## src/rtl/mem_arb_pkg.sv

```systemverilog
// mem_arb_pkg: shared state encoding and port identifiers for the memory port arbiter.
package mem_arb_pkg;
  typedef enum logic [1:0] {IDLE, ACCESS, RESP} state_e;
  localparam logic PORT_FETCH = 1'b0;
  localparam logic PORT_DATA  = 1'b1;
endpackage

```

## src/rtl/rr_arbiter2.sv

```systemverilog
// rr_arbiter2: two-way round-robin grant; on conflict the port that did not win last time wins.
module rr_arbiter2 (
  input  logic [1:0] req_i,
  input  logic       last_grant_i,
  output logic [1:0] gnt_o
);
  assign gnt_o[0] = req_i[0] & (~req_i[1] | last_grant_i);
  assign gnt_o[1] = req_i[1] & (~req_i[0] | ~last_grant_i);
endmodule

```

## src/rtl/mem_port_arbiter.sv

```systemverilog
// mem_port_arbiter: shares a single-port memory between fetch (port 0) and load/store (port 1).
module mem_port_arbiter
  import mem_arb_pkg::*;
#(
  parameter int DATA_WIDTH = 32,
  parameter int ADDR_WIDTH = 5
) (
  input  logic                  clk,
  input  logic                  rst_n,
  input  logic                  p0_req_valid,
  output logic                  p0_req_ready,
  input  logic [ADDR_WIDTH-1:0] p0_req_addr,
  output logic                  p0_resp_valid,
  input  logic                  p0_resp_ready,
  output logic [DATA_WIDTH-1:0] p0_resp_rdata,
  input  logic                  p1_req_valid,
  output logic                  p1_req_ready,
  input  logic                  p1_req_we,
  input  logic [ADDR_WIDTH-1:0] p1_req_addr,
  input  logic [DATA_WIDTH-1:0] p1_req_wdata,
  output logic                  p1_resp_valid,
  input  logic                  p1_resp_ready,
  output logic [DATA_WIDTH-1:0] p1_resp_rdata,
  output logic                  mem_write,
  output logic [ADDR_WIDTH-1:0] mem_addr,
  output logic [DATA_WIDTH-1:0] mem_wdata,
  input  logic [DATA_WIDTH-1:0] mem_rdata,
  output logic                  busy
);
  state_e                state_q, state_d;
  logic                  owner_q, owner_d, last_q, last_d, we_q, we_d;
  logic [ADDR_WIDTH-1:0] addr_q, addr_d;
  logic [DATA_WIDTH-1:0] wdata_q, wdata_d, rdata_q, rdata_d;
  logic [1:0]            gnt;

  rr_arbiter2 u_rr (
    .req_i        ({p1_req_valid, p0_req_valid}),
    .last_grant_i (last_q),
    .gnt_o        (gnt)
  );

  always_ff @(posedge clk or negedge rst_n) begin
    if (!rst_n) begin
      state_q <= IDLE;
      owner_q <= PORT_FETCH;
      last_q  <= PORT_DATA;
      we_q    <= 1'b0;
      addr_q  <= '0;
      wdata_q <= '0;
      rdata_q <= '0;
    end else begin
      state_q <= state_d;
      owner_q <= owner_d;
      last_q  <= last_d;
      we_q    <= we_d;
      addr_q  <= addr_d;
      wdata_q <= wdata_d;
      rdata_q <= rdata_d;
    end
  end

  always_comb begin
    state_d   = state_q;
    owner_d   = owner_q;
    last_d    = last_q;
    we_d      = we_q;
    addr_d    = addr_q;
    wdata_d   = wdata_q;
    rdata_d   = rdata_q;
    mem_write = 1'b0;
    case (state_q)
      IDLE: if (|gnt) begin
        owner_d = gnt[1];
        last_d  = gnt[1];
        we_d    = gnt[1] & p1_req_we;
        addr_d  = gnt[1] ? p1_req_addr : p0_req_addr;
        wdata_d = gnt[1] ? p1_req_wdata : '0;
        state_d = ACCESS;
      end
      ACCESS: begin
        mem_write = we_q;
        rdata_d   = we_q ? '0 : mem_rdata;
        state_d   = RESP;
      end
      RESP: state_d = (owner_q ? p1_resp_ready : p0_resp_ready) ? IDLE : RESP;
      default: state_d = IDLE;
    endcase
  end

  // Readies are gated by rst_n so nothing is offered while reset is held.
  assign p0_req_ready  = rst_n && state_q == IDLE && gnt[0];
  assign p1_req_ready  = rst_n && state_q == IDLE && gnt[1];
  assign p0_resp_valid = state_q == RESP && owner_q == PORT_FETCH;
  assign p1_resp_valid = state_q == RESP && owner_q == PORT_DATA;
  assign p0_resp_rdata = rdata_q;
  assign p1_resp_rdata = rdata_q;
  assign mem_addr      = addr_q;
  assign mem_wdata     = wdata_q;
  assign busy          = state_q != IDLE;
endmodule

```

## config.mk

```make
export PLATFORM = sky130hd
export DESIGN_NAME = mem_port_arbiter
export DESIGN_NICKNAME = d
export VERILOG_FILES = /design/src/rtl/mem_arb_pkg.sv /design/src/rtl/rr_arbiter2.sv /design/src/rtl/mem_port_arbiter.sv
export SDC_FILE = /design/constraint.sdc
export NUM_CORES = 1
export LEC_CHECK = 0
export ABC_AREA = 1
export CAP_MARGIN = 20
export CORE_MARGIN = 1.5
export CORE_UTILIZATION = 42
export DETAILED_ROUTE_END_ITERATION = 12
export PLACE_DENSITY = 0.87
export RECOVER_POWER = 25
export SLEW_MARGIN = 30
export SYNTH_ARGS = -nofsm -noshare
export SYNTH_HDL_FRONTEND = slang
export SYNTH_SLANG_ARGS = --single-unit
```

## constraint.sdc

```tcl
create_clock -name clk -period 3.25 [get_ports clk]
set_input_delay 0.975 -clock clk [delete_from_list [all_inputs] [get_ports clk]]
set_output_delay 0.975 -clock clk [all_outputs]
set_load 0.005 [all_outputs]
```

==> results.json <==
{
  "drt_iter0_markers": 80,
  "crit_path_max_incr_delay_ps": 510,
  "area_delta_synth_final_pct": 58.3,
  "netlist_top_cells_count": "nand2_1, dfrtp_1, nand3_1, buf_4, buf_6",
  "vdd_ir_drop_max_v": 0.000731,
  "path_delay_family": "buffers and inverters",
  "maxCapViolCount": 1,
  "start_util_pct": 43.2,
  "coreArea_um2": 7730,
  "tritoncts": "built",
  "power-per-cell-area_nw_per_um2": 942,
  "synth_most_common_cell": "nand2_1",
  "drt_wl_total_um": 9130,
  "syn_area_um2": 3340,
  "synth_seq_cells": 74,
  "synth-async-reset-ratio_pct": 100,
  "drcViolationCount": 0,
  "boundaryPins": 188,
  "synthSimpleGateAreaFrac_pct": 31.6,
  "ant_nets": 0,
  "row_count": 32,
  "synth_area_leaders": "dfrtp_1, nand2_1, nand3_1",
  "cp_slowest_cell": "clkdlybuf4s50_1",
  "outcome": "finished, violations left",
  "syn_avg_cell_area_um2": 8.70,
  "worst_clock_skew_ps": 11.8,
  "place_hpwl_um": 6730,
  "yosys.area_share.adder_pct": 0,
  "crit_chain": "clkdlybuf4s50_1 -> nand2_2 -> nand2_4 -> nor2_1 -> clkdlybuf4s50_1",
  "synth_compound_area_share_pct": 0.150,
  "rsz0062_at_grt": "false",
  "clkSlewWorstSetupHoldPaths_ps": 70,
  "synth-xor-area-share_pct": 0,
  "chipHeight_um": 92.2,
  "fmax_mhz": 314,
  "port_buffers": 187,
  "ys.flop_type": "dfrtp_1",
  "numCtsBuffers": 9,
  "drt-pass1-iter-count": 4,
  "regToRegSetupSlack_ps": 1550,
  "hold_depth": 2,
  "worst_path_most_repeated_cell": "clkdlybuf4s50_1",
  "yosysUniqueCellTypes": 17,
  "violations": "max-capacitance violations, max-slew violations",
  "relSlewSlack_pct": -18.7,
  "finalMaxSlewViolations": 75,
  "finalCoreUtilization_pct": 68.4,
  "min_to": "mem_wdata[20]",
  "finalPower_mw": 4.98,
  "startpoint_type": "input port",
  "finalHoldViolCount": 0,
  "reg2reg_from": "state_q[1]",
  "min_period_ps": 3180,
  "synth_top_area_share_pct": 54.7,
  "yosysSeqAreaShare_pct": 55.5,
  "die-width_um": 92.2,
  "yosysWarnings": 0,
  "cp_num_buf_inv": 2,
  "drive_gt1_share_pct": 6.78,
  "globalRouteTotalUtil_pct": 22.6,
  "leakagePower_nw": 2.57,
  "n_antenna_cell": 0,
  "crit_fanout": 3,
  "holdBufCountCts": 0,
  "cp.arrival_ps": 2210,
  "wl_per_cell_um": 14.1,
  "viasPerCell": 4.80,
  "cp.required_ps": 2270,
  "hp-class": "reg -> reg",
  "synth_edf_count": 0,
  "reg2reg_depth": 6,
  "grt_pass1_vias": 3203,
  "hold_start": "mem_wdata[20]",
  "synth.area.mux_share_pct": 0,
  "gp_congestion": 0.822,
  "worst_pin_slew_ps": 1780,
  "grt_pass1_wl_um": 15000,
  "vias": 3112,
  "nets": 622,
  "setup_viol": 0,
  "post_cts_buffers": 0,
  "antenna_found_initial": 0,
  "synth_area_leader_cell": "dfrtp_1",
  "dieArea_um2": 8500,
  "overflow": 0,
  "cts_sinks": 74,
  "synth_top_family_by_area": "simple AND/OR/NAND/NOR gates",
  "reg2reg_to": "mem_addr[2]",
  "grt_start_max_net_pins": 75,
  "path_class": "in -> out",
  "clockBufferDepth": 2,
  "syn_nets": 465,
  "endpoint_kind": "primary output",
  "cts_resized": 1,
  "cts_root_buf": "clkbuf_8",
  "timing.final.crit_share_pct": 98.0,
  "netlist_instances": 384,
  "clk-insertion-delay-late_ps": 330,
  "cts_htree_levels": 3
}
[per-stage QoR]
| stage | hold slack (ps) | setup slack (ps) | area, um2 | setup TNS [ps] | instances |
|---|---|---|---|---|---|
| global placement | 452 | -3.69 | 5030 | -3.69 | 632 |
| finish | 469 | 66.5 | 5290 | 0 | 648 |
| CTS | 475 | 71.5 | 5290 | 0 | 648 |
| detailed placement | 458 | -26.4 | 5030 | -26.4 | 632 |
| global route | 495 | 13.9 | 5290 | 0 | 648 |
| floorplan | 442 | 968 | 3340 | 0 | 384 |
[worst max-delay path by stage]
stage,startpoint,to,slack (ps),cells past startpoint
detailed placement,p1_req_valid,p0_req_ready,-30,5
floorplan,p0_req_valid,p1_req_ready,970,3
global placement,p1_req_valid,p0_req_ready,-4,5
finish,p0_req_valid,p1_req_ready,70,5
CTS,p0_req_valid,p1_req_ready,70,5
global route,p0_req_valid,p1_req_ready,10,5
[sequential cells by signal, summed over array words and instances (netlist names)]
name,flops
mem_addr,5
p0_resp_rdata,32
we_q,1
mem_wdata,32
last_q,1
state_q,2
owner_q,1
[layout by cell type (no fill, tap or decap), types with 4 or more instances in the layout]
cell	Yosys	layout
buf_4	35	9
bufinv_16	0	4
clkbuf_8	0	10
clkdlybuf4s50_1	0	166
dfrtp_1	73	73
dlygate4sd3_1	0	19
inv_1	6	6
inv_2	4	4
nand2_1	164	164
nand3_1	71	71
nor2_1	6	6
[tightest hold or removal path, delay by kind of cell, from the launching register on]
family	cells	cell delay, ps
flops	1	340
simple gates	2	100
[layer usage]
layer  wire length, um  up-vias  share of wire [%]  global-route usage [%]
met2              4590      140                 50                    40.6
met5                 0        -                  0                       0
met3               857        9                9.4                    8.04
met4                83        0               0.91                    7.31
li1                  -     1493                  -                       -
met1              3600     1470                 39                    24.5
[report_power, final]
| group | internal (mW) | leakage, nW | switching, mW |
|---|---|---|---|
| Clock | 0.608 | 0.134 | 0.319 |
| Sequential | 1.35 | 0.944 | 0.296 |
| Combinational | 1.35 | 1.49 | 1.05 |
| Total | 3.31 | 2.57 | 1.67 |
[cell type report]
class | count | area (um2)
Inverter | 11 | 43.8
Clock buffer | 11 | 141
Timing Repair Buffer | 197 | 1940
Fill cell | 614 | 2440
Clock inverter | 5 | 125
Multi-Input combinational cell | 248 | 1060
Tap cell | 102 | 128
Sequential cell | 74 | 1850
[cell families (layout without fill, tap and decap cells)]
family,Yosys count,in the layout
flip-flops,74,74
AO/OA/AOI/OAI,1,1
buffers and inverters,62,224
AND/OR/NAND/NOR,247,247
No activity file was read; power rests on OpenSTA's default activity.
